[config.mk]
export PLATFORM = sky130hd
export DESIGN_NAME = bpu_resolve_unit
export DESIGN_NICKNAME = d
export VERILOG_FILES = /design/src/rtl/bpu_pkg.sv /design/src/rtl/bpu_meta_fifo.sv /design/src/rtl/bpu_resolve_unit.sv
export SDC_FILE = /design/constraint.sdc
export NUM_CORES = 1
export LEC_CHECK = 0
export BUFFER_PORTS_ARGS = -buffer_cell sky130_fd_sc_hd__buf_2
export CORE_ASPECT_RATIO = 0.5
export CORE_MARGIN = 2
export CORE_UTILIZATION = 60
export CTS_CLUSTER_DIAMETER = 40
export DETAILED_ROUTE_END_ITERATION = 12
export GPL_TIMING_DRIVEN = 0
export PLACE_DENSITY = 0.81
export SLEW_MARGIN = 20
export SYNTH_ARGS = -nofsm -noshare
export SYNTH_HDL_FRONTEND = slang
export SYNTH_SLANG_ARGS = --single-unit
[constraint.sdc]
create_clock -name clk -period 30.9 [get_ports clk]
set_input_delay 4.635 -clock clk [delete_from_list [all_inputs] [get_ports clk]]
set_output_delay 4.635 -clock clk [all_outputs]
set_load 0.05 [all_outputs]
[src/rtl/bpu_pkg.sv]
// Shared branch-predictor definitions: branch kind codes, queued metadata layout, resolve FSM states.
package bpu_pkg;

   localparam logic [2:0] KIND_NOT_JUMP      = 3'd0;
   localparam logic [2:0] KIND_DIRECT_JUMP   = 3'd1;
   localparam logic [2:0] KIND_RET           = 3'd4;
   localparam logic [2:0] KIND_INDIRECT_JUMP = 3'd5;
   localparam logic [2:0] KIND_CALL          = 3'd6;
   localparam logic [2:0] KIND_JUMP          = 3'd7;

   typedef enum logic {
      ST_NORMAL  = 1'b0,
      ST_RECOVER = 1'b1
   } rsv_state_t;

   // Fixed-width part of a queued prediction; address and history fields ride alongside it.
   typedef struct packed {
      logic [2:0] kind;
      logic       taken;
      logic [1:0] choice;
      logic [7:0] pdch;
   } meta_t;

   localparam int META_W = $bits(meta_t);

   function automatic logic is_indirect(input logic [2:0] kind);
      return (kind == KIND_RET) || (kind == KIND_INDIRECT_JUMP);
   endfunction

endpackage

[src/rtl/bpu_meta_fifo.sv]
// Prediction metadata queue: head visible combinationally, push/pop take effect at the clock edge.
// Push ignored when full, pop ignored when empty; clear empties the queue and wins over push/pop.
module bpu_meta_fifo #(
   parameter int WIDTH = 8,
   parameter int DEPTH = 8
) (
   input  logic             clk,
   input  logic             rstn,
   input  logic             push,
   input  logic [WIDTH-1:0] push_data,
   input  logic             pop,
   input  logic             clear,
   output logic [WIDTH-1:0] head,
   output logic             full,
   output logic             empty
);

   localparam int AW = $clog2(DEPTH);
   localparam logic [AW:0] PTR_ONE = (AW+1)'(1);

   logic [AW:0]      wptr;
   logic [AW:0]      rptr;
   logic [WIDTH-1:0] mem [DEPTH];

   // Extra pointer bit distinguishes a full queue from an empty one.
   assign empty = (wptr == rptr);
   assign full  = (wptr[AW] != rptr[AW]) && (wptr[AW-1:0] == rptr[AW-1:0]);
   assign head  = mem[rptr[AW-1:0]];

   always_ff @(posedge clk) begin
      if (!rstn || clear) begin
         wptr <= '0;
         rptr <= '0;
      end else begin
         if (push && !full) begin
            wptr <= wptr + PTR_ONE;
         end
         if (pop && !empty) begin
            rptr <= rptr + PTR_ONE;
         end
      end
   end

   always_ff @(posedge clk) begin
      if (rstn && !clear && push && !full) begin
         mem[wptr[AW-1:0]] <= push_data;
      end
   end

endmodule

[src/rtl/bpu_resolve_unit.sv]
// Branch resolve: pops queued predictions, registers predictor update/redirect 1 cycle after pop.
// pdc_ready low when full or for one cycle after a redirect; optional counters via BPU_RESOLVE_STATS_EN.
module bpu_resolve_unit
   import bpu_pkg::*;
#(
   parameter int ADDR_WIDTH = 30,
   parameter int H_WIDTH    = 14,
   parameter int DEPTH      = 8
) (
   input  logic                  clk,
   input  logic                  rstn,
   input  logic                  stall,
   input  logic                  flush_in,
   input  logic                  pdc_valid,
   output logic                  pdc_ready,
   input  logic [ADDR_WIDTH-1:0] pc_if,
   input  logic [ADDR_WIDTH-1:0] npc_pdc,
   input  logic [2:0]            kind_pdc,
   input  logic                  taken_pdc,
   input  logic [H_WIDTH-1:0]    bh_pdc,
   input  logic [1:0]            choice_pdc,
   input  logic [7:0]            pdch,
   input  logic                  br_valid,
   input  logic [ADDR_WIDTH-1:0] br_pc,
   input  logic [2:0]            br_kind,
   input  logic                  br_taken,
   input  logic [ADDR_WIDTH-1:0] br_target,
   output logic                  update_en,
   output logic [ADDR_WIDTH-1:0] pc_ex,
   output logic [ADDR_WIDTH-1:0] npc_ex,
   output logic [ADDR_WIDTH-1:0] ret_pc_ex,
   output logic [2:0]            mis_pdc,
   output logic [2:0]            kind_ex,
   output logic                  taken_real,
   output logic [H_WIDTH-1:0]    bh_ex,
   output logic [1:0]            choice_real,
   output logic [1:0]            choice_pdc_ex,
   output logic [7:0]            out_pdch,
   output logic                  redirect_valid,
   output logic [ADDR_WIDTH-1:0] redirect_pc,
   output logic                  err_underflow,
   output logic [31:0]           stat_total,
   output logic [31:0]           stat_mis
);

   localparam int ENT_W = 2*ADDR_WIDTH + H_WIDTH + META_W;

   logic [ENT_W-1:0]      push_ent;
   logic [ENT_W-1:0]      head_ent;
   meta_t                 push_meta;
   meta_t                 h_meta;
   logic [ADDR_WIDTH-1:0] h_pc;
   logic [ADDR_WIDTH-1:0] h_npc;
   logic [H_WIDTH-1:0]    h_bh;

   logic                  full;
   logic                  empty;
   logic                  push;
   logic                  pop;
   logic                  mispred;
   logic                  clear;
   logic [ADDR_WIDTH-1:0] seq_pc;
   logic [ADDR_WIDTH-1:0] act_npc;
   logic [2:0]            mis;
   logic [1:0]            choice_nxt;

   rsv_state_t            state_q;
   rsv_state_t            state_d;

   always_comb begin
      push_meta        = '0;
      push_meta.kind   = kind_pdc;
      push_meta.taken  = taken_pdc;
      push_meta.choice = choice_pdc;
      push_meta.pdch   = pdch;
   end

   assign push_ent = {pc_if, npc_pdc, bh_pdc, push_meta};
   assign {h_pc, h_npc, h_bh, h_meta} = head_ent;

   bpu_meta_fifo #(
      .WIDTH (ENT_W),
      .DEPTH (DEPTH)
   ) u_meta_fifo (
      .clk       (clk),
      .rstn      (rstn),
      .push      (push),
      .push_data (push_ent),
      .pop       (pop),
      .clear     (clear),
      .head      (head_ent),
      .full      (full),
      .empty     (empty)
   );

   // Flush outranks a resolve in the same cycle: nothing is popped or reported.
   assign pop     = br_valid && !empty && !stall && !flush_in;
   assign seq_pc  = br_pc + ADDR_WIDTH'(1);
   assign act_npc = br_taken ? br_target : seq_pc;
   assign mis     = {h_npc != act_npc, h_meta.kind != br_kind, h_meta.taken != br_taken};
   assign mispred = pop && (mis != 3'b000);
   assign clear   = flush_in || mispred;
   assign push    = pdc_valid && pdc_ready && !stall && !clear;

   always_comb begin
      choice_nxt = h_meta.choice;
      if ((h_meta.pdch[7] == br_taken) && (h_meta.pdch[5] != br_taken)) begin
         choice_nxt[0] = 1'b1;
      end else if ((h_meta.pdch[7] != br_taken) && (h_meta.pdch[5] == br_taken)) begin
         choice_nxt[0] = 1'b0;
      end
      if (is_indirect(br_kind)) begin
         choice_nxt[1] = h_meta.choice[1] ^ mis[2];
      end
   end

   always_ff @(posedge clk) begin
      if (!rstn) begin
         state_q <= ST_NORMAL;
      end else begin
         state_q <= state_d;
      end
   end

   always_comb begin
      state_d   = state_q;
      pdc_ready = !full && (state_q == ST_NORMAL);
      if (flush_in) begin
         state_d = ST_NORMAL;
      end else if (!stall) begin
         case (state_q)
            ST_NORMAL:  if (mispred) state_d = ST_RECOVER;
            ST_RECOVER: state_d = ST_NORMAL;
            default:    state_d = ST_NORMAL;
         endcase
      end
   end

   // Update fields hold their last value between pops; only the strobes return to zero.
   always_ff @(posedge clk) begin
      if (!rstn) begin
         update_en      <= 1'b0;
         redirect_valid <= 1'b0;
         err_underflow  <= 1'b0;
         pc_ex          <= '0;
         npc_ex         <= '0;
         ret_pc_ex      <= '0;
         mis_pdc        <= '0;
         kind_ex        <= '0;
         taken_real     <= 1'b0;
         bh_ex          <= '0;
         choice_real    <= '0;
         choice_pdc_ex  <= '0;
         out_pdch       <= '0;
         redirect_pc    <= '0;
      end else begin
         update_en      <= pop;
         redirect_valid <= mispred;
         if (br_valid && empty && !stall) begin
            err_underflow <= 1'b1;
         end
         if (pop) begin
            pc_ex         <= h_pc;
            npc_ex        <= act_npc;
            ret_pc_ex     <= seq_pc;
            mis_pdc       <= mis;
            kind_ex       <= br_kind;
            taken_real    <= br_taken;
            bh_ex         <= h_bh;
            choice_real   <= choice_nxt;
            choice_pdc_ex <= h_meta.choice;
            out_pdch      <= h_meta.pdch;
            redirect_pc   <= act_npc;
         end
      end
   end

`ifdef BPU_RESOLVE_STATS_EN
   logic [31:0] total_q;
   logic [31:0] mis_q;

   always_ff @(posedge clk) begin
      if (!rstn) begin
         total_q <= '0;
         mis_q   <= '0;
      end else if (update_en) begin
         total_q <= total_q + 32'd1;
         if (mis_pdc != 3'b000) begin
            mis_q <= mis_q + 32'd1;
         end
      end
   end

   assign stat_total = total_q;
   assign stat_mis   = mis_q;
`else
   assign stat_total = '0;
   assign stat_mis   = '0;
`endif

endmodule
# --- Word level (Yosys, flattened, before mapping) ---
# Memories as Yosys holds them, arrays and structs flattened. A register that Yosys moved wholly into a read port is not among the register bits.
# Cells that the tools add are included.
word_totals:
  out_inout_bits: 221
  reg_bits: 135
  memories: 1
  wordCells: 74
  ramBits: 704
memory_table:
  columns: ["memory", "words", "word_bits", "rd", "rd_clocked_by_memory_dff", "wr", "line_no", "text"]
  rows:
  - ["u_meta_fifo.mem", 8, 88, 1, 1, 1, "bpu_meta_fifo.sv:23", "logic [WIDTH-1:0] mem [DEPTH];"]
op_classes:
  muxes: 10
  n_addsub: 3
  n_bitwise: 3
  n_reduce_logical: 29
  n_eq_ne: 12
ops:
  columns: ["cell", "n"]
  rows:
  - ["30-bit by 1-bit adder with 30-bit output, second input constant", 1]
  - ["30-bit two-way mux", 1]
  - ["30-bit inequality test", 1]
  - ["1-bit logical AND", 18]
  - ["4-bit by 1-bit adder with 4-bit output, second input constant", 2]
  - ["3-bit == test, second input constant", 2]
  - ["1-bit zero test", 6]
  - ["1-bit two-way mux", 6]
  - ["3-bit two-way mux", 2]
  - ["4-bit == test", 1]
  - ["1-bit inequality test", 4]
  - ["3-bit == test", 1]
  - ["1-bit logical OR", 3]
  - ["3-bit inequality test", 1]
  - ["3-bit nonzero test", 1]
  - ["1-bit == test", 2]
  - ["1-bit inverter", 2]
  - ["1-bit case mux with 2 select lines", 1]
  - ["2-bit OR reduction", 1]
  - ["1-bit bitwise XOR", 1]

# --- Depth between registers and ports, before layout ---
# Gate-level depths: netlist (run 1).
logic_depth:
  word_depth: 13
  ltp_mapped: 15

# --- By module ---
# Synthesis (run 1) repeated with hierarchy kept, for this count alone.
hier_totals:
  cells_unflattened: 2067
  hier_area_um2: 34569.4
by_module_without_submodules:
  columns: ["mod", "cells_per_inst", "n_inst", "seq_area_each_um2", "area_each_um2"]
  rows:
  - ["bpu_meta_fifo", 1101, 1, 21360.5, 27187.3]
  - ["bpu_resolve_unit", 966, 1, 2542.4, 7382.1]

# --- Worst setup path before layout (run 1) ---
# OpenSTA, ideal clock, no wires.
synth_path:
  path_type: "input to register"
  startpoint: "input br_pc[7]"
  endpoint: "memory u_meta_fifo.mem[4][0] (netlist name) (enable)"
  required_ps: 30295
  path_stages: 10
  setup_ps: 605
  setup_slack_ps: 17746
  arrival_time_ps: 12549
  cell_sequence: "clkbuf_1 nand4_1 nor4_1 xor2_1 o31ai_1 a2111o_1 or4_4 nor4_4 nand4_4 a2111oi_2"
synth_via:
  elab_chain_len: 12
  elab_cells_between_ends: 13
  cone_classes: "add/sub (1); eq/ne (1); mux (3); reduce/logical (8)"
synth_rtl:
  columns: ["element", "line_no", "text"]
  rows:
  - ["from (decl)", "bpu_resolve_unit.sv:24", "input logic [ADDR_WIDTH-1:0] br_pc,"]
  - ["30-bit by 1-bit adder with 30-bit output (*)", "bpu_resolve_unit.sv:98", "assign seq_pc = br_pc + ADDR_WIDTH'(1);"]
  - ["30-bit two-way mux (*)", "bpu_resolve_unit.sv:99", "assign act_npc = br_taken ? br_target : seq_pc;"]
  - ["30-bit inequality test (*)", "bpu_resolve_unit.sv:100", "assign mis = {h_npc != act_npc, h_meta.kind != br_kind, h_meta.taken != br_taken};"]
  - ["3-bit nonzero test (*)", "bpu_resolve_unit.sv:101", "assign mispred = pop && (mis != 3'b000);"]
  - ["1-bit logical AND (*)", "bpu_resolve_unit.sv:101", null]
  - ["1-bit logical OR (*)", "bpu_resolve_unit.sv:102", "assign clear = flush_in || mispred;"]
  - ["1-bit zero test (*)", "bpu_meta_fifo.sv:45, bpu_resolve_unit.sv:103", null]
  - ["1-bit logical AND (on tied branches)", "bpu_meta_fifo.sv:45, bpu_resolve_unit.sv:103", null]
  - ["1-bit logical AND (*) (2 in a row)", "bpu_meta_fifo.sv:45", "if (rstn && !clear && push && !full) begin"]
  - ["1-bit two-way mux (*)", "bpu_meta_fifo.sv:45", null]
  - ["1-bit two-way mux (not written as such) (*)", "bpu_meta_fifo.sv:46", "mem[wptr[AW-1:0]] <= push_data;"]
  - ["to (decl)", "bpu_meta_fifo.sv:23", null]
# Mark *: on every way between the ends. The rest lies on a longest branch, timed or not.

# --- Worst setup path after layout (run 1) ---
layout_path:
  startpoint: "input br_taken"
  endpoint: "memory u_meta_fifo.mem[3][45] (netlist name) (enable)"
layout_via:
  elab_chain_len: 11
  elab_cells_between_ends: 13
  cone_classes: "eq/ne (2); mux (3); reduce/logical (8)"
layout_rtl:
  columns: ["element", "line_no", "text"]
  rows:
  - ["from (decl)", "bpu_resolve_unit.sv:26", "input logic br_taken,"]
  - ["30-bit two-way mux", "bpu_resolve_unit.sv:99", null]
  - ["30-bit inequality test", "bpu_resolve_unit.sv:100", null]
  - ["3-bit nonzero test (*)", "bpu_resolve_unit.sv:101", null]
  - ["1-bit logical AND (*)", "bpu_resolve_unit.sv:101", null]
  - ["1-bit logical OR (*)", "bpu_resolve_unit.sv:102", null]
  - ["1-bit zero test (*)", "bpu_meta_fifo.sv:45, bpu_resolve_unit.sv:103", null]
  - ["1-bit logical AND (on tied branches)", "bpu_meta_fifo.sv:45, bpu_resolve_unit.sv:103", null]
  - ["1-bit logical AND (*) (2 in a row)", "bpu_meta_fifo.sv:45", null]
  - ["1-bit two-way mux (*)", "bpu_meta_fifo.sv:45", null]
  - ["1-bit two-way mux (not written as such) (*)", "bpu_meta_fifo.sv:46", null]
# Marked as above.

==> flow_summary.toml, run 1 <==
[layout]
final_cells = 3329
final_net_count = 2663
drive_gt1_share_pct = 32.3
design_area_sq_um = 40300
areaGrowthSynthToFinish_pct = 18.9

[worst_setup_path]
crit_slowest_cell = "a2111oi_4"
end_kind = "flop"
start_kind = "input port"
crit_chain = "clkbuf_1 > inv_1 > clkbuf_1 > clkbuf_1 > clkbuf_1 > nand2_1 > mux2i_1 > o221ai_1 > nor4_4 > nand4_4 > a2111oi_4 > buf_4 > buf_6 > buf_4 > buf_4"
critical_path_class = "in2reg"
critPathMaxStageDelay_ns = 0.86
cp.required_ns = 31.20
crit_top_cell = "clkbuf_1"
cpLargestDelayFamily = "buffers and inverters"
path_buf_inv = 9
cp_data_arrival_time_ns = 10.33
worst-path-max-fanout = 10

[clock_tree]
cts_tree = "yes"
cts_hold_buf = 0
ctsResizeCount = 0
cts_root_buf = "clkbuf_16"
htreeDepth = 3
cts_buffer_depth = 3
clkTransAtPathRegs_ns = 0.07
numCtsBuffers = 73
clk-insertion-delay-late_ns = 0.64
post_cts_buffers = 0
cts_sinks = 842

[timing]
setup_slack_ns = 20.88
rsz0062_at_grt = "false"
whs_ns = 0.455
finalCritPeriodShare_pct = 32.4
slew_violations = 0
fin_skew_ns = 0.0367
slew_headroom_pct = 16.8
fmax_ghz = 0.0998
fin_crit_ns = 10.02
tightest_slew_ns = 1.25
hold_viol = 0
tns_ns = 0
setup_violations = 0

[synth]
ys_top_cells_by_area = "edfxtp_1 (62%), mux4_2 (11%), dfxtp_1 (8.1%), mux2i_1 (3.2%), buf_4 (2.1%)"
synth_top_family_by_area = "multiplexers"
synth_largest_area_cell = "edfxtp_1"
synth_edf_count = 704
netlist_instances = 1976
seq_area_frac_synth_pct = 70.5
yosysUniqueCellTypes = 72
yosys.area_share.simple_pct = 5.24
synthAdderAreaFrac_pct = 0.111
ys_top_cells_by_count = "edfxtp_1 (704), mux4_2 (164), dfxtp_1 (138)"
ys_seq_elements = 842
synth_xor_area_share_pct = 1.58
synth-compound-area-share_pct = 4.36
synth_most_common_cell = "edfxtp_1"
syn_avg_cell_area_sq_um = 17.2
synth_ff_type = "edfxtp_1"
post-synth-top-area-fraction_pct = 62.3
muxShareOfSynthArea_pct = 14.6
syn_area_sq_um = 33900
yosysWarnings = 0
synthArstFlopShare_pct = 0

[floorplanning]
dieArea_sq_um = 58600
start_util_pct = 60.9
fp.dieW_um = 340
core_region_area_sq_um = 55700
die_h_um = 172
rows = 61
top_level_ports = 379

[route]
drt_first_pass_iters = 5
wl_um = 95700
ant_nets = 0
wl_per_cell_um = 28.7
via_per_inst = 6.43
drc_errors = 0
drt-initial-drc-count = 2913
num_vias = 21400

[pwr]
powerDensity_nw_per_um2 = 56.1
vdd_drop_max_v = 0.0000436
leakagePower_nw = 13.7

[run_status]
status = "complete, no violations"

[placement]
io_buffers = 312
placed_cells = 3183
placed_cell_area_sq_um = 37900
place_congestion = 0.959
post-dp-hpwl_um = 62500
pre_cts_slack_ns = 20.58

[job]
maxCapViolCount = 0

[worst_hold_path]
hold_class = "reg2reg"

[global_route]
grt_pass1_vias = 21200
grt_pass1_wl_um = 136000
grt_max_degree = 18
grt_use_total_pct = 32.2
overflow = 0
antenna_found_initial = 14
## report_power, final
group          total, mW  internal [mW]  leakage (nW)  switching, mW
Combinational     0.0947         0.0264          5.09         0.0683
Clock              0.936          0.511          1.17          0.425
Sequential          1.23           1.23          7.44        0.00119
Total               2.26           1.77          13.7          0.495
## registers in the layout (all words and copies together) (netlist names), named ones only
| name | count |
|---|---|
| out_pdch | 8 |
| state_q | 1 |
| pc_ex | 30 |
| choice_real | 2 |
| update_en | 1 |
| u_meta_fifo.rptr | 4 |
| err_underflow | 1 |
| u_meta_fifo.wptr | 4 |
| mis_pdc | 3 |
| redirect_pc | 30 |
| u_meta_fifo.mem | 704 |
| kind_ex | 3 |
| redirect_valid | 1 |
| ret_pc_ex | 30 |
| taken_real | 1 |
| choice_pdc_ex | 2 |
| bh_ex | 14 |
## stage by stage
| step | util [%] | total power, mW |
|---|---|---|
| global route | 72.4 | 2.30 |
| detailed placement | 68.0 | 1.35 |
| global placement | 65.8 | 1.34 |
| floorplan | - | 1.31 |
| CTS | 72.3 | 2.26 |
| finish | 72.4 | 2.26 |
## worst register-to-register path, cell delays in order (launching register included)
cell,delay [ns]
dfxtp_1,0.31
buf_2,0.26
buf_1,0.66
buf_1,0.83
buf_2,0.50
buf_2,0.45
mux2i_1,0.35
xnor2_1,0.12
nor3_2,0.60
nand4_4,0.39
a2111oi_4,0.87
buf_4,0.37
buf_6,0.21
buf_4,0.22
buf_4,0.24
## placed cells by master (no fill, tap or decap), drive strengths merged, types with 13 or more instances in the layout
cell type  count
clkinv        18
edfxtp       704
diode         13
nand3         14
a211oi        86
nor2         137
nor4          22
nand4         18
xnor2         32
nor3          30
clkbuf       170
mux2i        109
mux2          16
conb          64
dfxtp        138
buf          526
nand2         82
xor2          29
mux4         164
a21oi         40
## cells by family (layout without fill, tap and decap cells)
family | after synthesis | after routing
AO/OA/AOI/OAI | 200 | 200
adder cells (fa/ha/maj) | 3 | 3
AND/OR/NAND/NOR | 368 | 368
other | 1 | 77
flip-flops | 842 | 842
buffers and inverters | 212 | 733
multiplexers | 289 | 289
XOR/XNOR | 61 | 61
## layout make-up
| type | count | area, sq um |
|---|---|---|
| Buffer | 207 | 1200 |
| Fill cell | 3161 | 15400 |
| Inverter | 5 | 18.8 |
| Antenna cell | 13 | 32.5 |
| Timing Repair Buffer | 388 | 2720 |
| Clock buffer | 101 | 2040 |
| Tap cell | 756 | 946 |
| Multi-Input combinational cell | 985 | 9120 |
| Clock inverter | 32 | 353 |
| Sequential cell | 842 | 23900 |
## final timing paths
| kind | to | from | slack (ns) | cells past startpoint |
|---|---|---|---|---|
| min | kind_ex[0] | kind_ex[0] | 0.46 | 2 |
| min reg2reg | kind_ex[0] | kind_ex[0] | 0.46 | 2 |
| max | u_meta_fifo.mem[3][45] | br_taken | 20.88 | 15 |
| max reg2reg | u_meta_fifo.mem[3][45] | flop | 24.20 | 14 |
## metal layers
layer	GRT usage, %	vias up	routed length, um
met5	0	-	13
met3	6.26	352	9630
met4	19.1	2	5800
met2	55.3	1619	47900
met1	38.7	10700	32400
li1	-	8715	-
Note: power is estimated with default switching activity, not from simulation.
==> run 2: changes to the inputs <==
--- a/config.mk
+++ b/config.mk
@@ -8,11 +8,11 @@
 export BUFFER_PORTS_ARGS = -buffer_cell sky130_fd_sc_hd__buf_2
 export CORE_ASPECT_RATIO = 0.5
 export CORE_MARGIN = 2
-export CORE_UTILIZATION = 60
+export CORE_UTILIZATION = 58
 export CTS_CLUSTER_DIAMETER = 40
 export DETAILED_ROUTE_END_ITERATION = 12
 export GPL_TIMING_DRIVEN = 0
-export PLACE_DENSITY = 0.81
+export PLACE_DENSITY = 0.79
 export SLEW_MARGIN = 20
 export SYNTH_ARGS = -nofsm -noshare
 export SYNTH_HDL_FRONTEND = slang
==> constraint.sdc (replaced) <==
create_clock -name clk -period 9.3 [get_ports clk]
set_input_delay 1.395 -clock clk [delete_from_list [all_inputs] [get_ports clk]]
set_output_delay 1.395 -clock clk [all_outputs]
set_load 0.05 [all_outputs]
==> run 2 against run 1 <==
Compared with the run above:
- sequential power grew to 3.3 times the previous value
- combinational power grew to 3.3 times the previous value
- sequential share of layout area is 0.16 points lower
- clock power grew to 3.4 times the previous value
- worst hold slack worse by 0.00082 ns
- count of clock-buffer cells in the layout is 5 higher
- register-to-register slack worse by 22 ns
- critical endpoint is now u_meta_fifo.mem[3][70]
- largest cell class unchanged
- global-route usage is 2.2 points lower
==> flow_summary.toml, run 2 (synthesis results as in run 1) <==
[clock_tree]
cts_sinks = 842
cts_root_buf = "clkbuf_16"
cts_hold_buf = 0
htreeDepth = 3
ctsResizeCount = 0
numCtsBuffers = 75
post_cts_buffers = 0
clk-insertion-delay-late_ns = 0.62
cts_buffer_depth = 3
cts_tree = "yes"
clkTransAtPathRegs_ns = 0.06

[pwr]
vdd_drop_max_v = 0.000127
leakagePower_nw = 13.7
powerDensity_nw_per_um2 = 187
power.total_mw = 7.56

[layout]
seq_area_sq_um = 23900
design_area_sq_um = 40400
final_cell_mix = "edfxtp_1 (704), buf_2 (335), mux4_2 (164)"
final_common_cell = "edfxtp_1"
drive_gt1_share_pct = 32.2
largest_reg_flops = 704
final_cells = 3358
nFillCells = 3438
multi_input_area_sq_um = 9110
areaGrowthSynthToFinish_pct = 19.2
final_net_count = 2664

[worst_setup_path]
crit_top_cell = "buf_6"
crit_slowest_cell = "a2111oi_4"
cpLargestDelayFamily = "buffers and inverters"
end_kind = "flop"
worst-path-max-fanout = 10
critical_path_class = "reg2reg"
start_kind = "flop"
path_buf_inv = 12
critPathMaxStageDelay_ns = 0.94
crit_chain = "buf_6 > buf_6 > buf_6 > buf_2 > buf_2 > buf_2 > buf_1 > mux4_2 > mux2i_1 > xnor2_1 > nor3_1 > nand4_4 > a2111oi_4 > buf_6 > buf_6 > buf_6 > buf_4 > buf_4"
cp_data_arrival_time_ns = 7.35
cp.required_ns = 9.61

[timing]
setup_violations = 0
finalCritPeriodShare_pct = 75.7
tns_ns = 0
fin_skew_ns = 0.0273
slew_headroom_pct = 18.7
rsz0062_at_grt = "false"
fmax_ghz = 0.142
tightest_slew_ns = 1.22
fin_crit_ns = 7.04
hold_viol = 0
slew_violations = 0

[route]
drt_first_pass_iters = 5
drt-initial-drc-count = 2491
drc_errors = 0
wl_um = 92100
wl_per_cell_um = 27.4
num_vias = 20900
via_per_inst = 6.21
ant_nets = 0

[placement]
place_congestion = 0.971
placed_cell_area_sq_um = 37900
placed_cells = 3194
io_buffers = 312
post-dp-hpwl_um = 61900

[floorplanning]
core_region_area_sq_um = 57600
fp.dieW_um = 346
dieArea_sq_um = 60500
rows = 62
start_util_pct = 58.9
die_h_um = 175
top_level_ports = 379

[global_route]
met3_usage_pct = 5.49
grt_pass1_vias = 20700
grt_max_degree = 18
overflow = 0
met1_usage_pct = 36.6
top_usage_layer = "met2"
antenna_found_initial = 23
use_met2_pct = 51.0
grt_use_total_pct = 30.0
grt_pass1_wl_um = 132000

[worst_hold_path]
hold_class = "reg2reg"

[run_status]
status = "complete, no violations"

[job]
maxCapViolCount = 0
-- run 2: path summary, 6_finish.rpt --
kind | depth (start not counted) | startpoint | end | slack (ns)
worst max-delay path | 18 | flop | u_meta_fifo.mem[3][70] | 2.26
worst min-delay path | 2 | taken_real | taken_real | 0.45
worst max register to register | 18 | flop | u_meta_fifo.mem[3][70] | 2.26
worst min register to register | 2 | taken_real | taken_real | 0.45
-- run 2: routing by layer --
layer	routed length, um	share of wire (%)
met5	25	0.027
met4	5380	5.8
met3	7680	8.3
met2	46600	51
met1	32400	35
-- run 2: worst register-to-register path, stage by stage, from the launching register on --
cell and delay [ns]:
dfxtp_1 0.38, buf_6 0.20, buf_6 0.21, buf_6 0.20, buf_2 0.37, buf_2 0.37, buf_2 0.41, buf_1 0.59
mux4_2 0.44, mux2i_1 0.21, xnor2_1 0.09, nor3_1 0.79, nand4_4 0.48, a2111oi_4 0.94, buf_6 0.24, buf_6 0.17
buf_6 0.17, buf_4 0.23, buf_4 0.23
-- run 2: report_power, final --
group	switching [mW]	leakage, nW	internal, mW
registers	0.00383	7.44	4.09
clock network	1.38	1.21	1.77
logic	0.225	5.08	0.0878
total	1.61	13.7	5.94
-- run 2: area by class of cell --
cell class / instances / area share (%)
multi-input cells: 985 / 22.5
repair buffers: 387 / 6.66
plain buffers: 207 / 2.96
inverters: 5 / 0.0464
flip-flops and latches: 842 / 59.1
clock buffers: 106 / 5.29
well taps: 768 / 2.38
diodes: 25 / 0.155
clock inverters: 33 / 0.857
-- run 2: metrics by stage --
step / hold WS, ns / setup WS (ns) / utilization, %
floorplan: 0.455 / -0.614 / -
global placement: 0.444 / -7.41 / 63.7
detailed placement: 0.447 / 2.07 / 65.8
CTS: 0.455 / 2.34 / 70.1
global route: 0.472 / 2.07 / 70.2
finish: 0.454 / 2.26 / 70.2
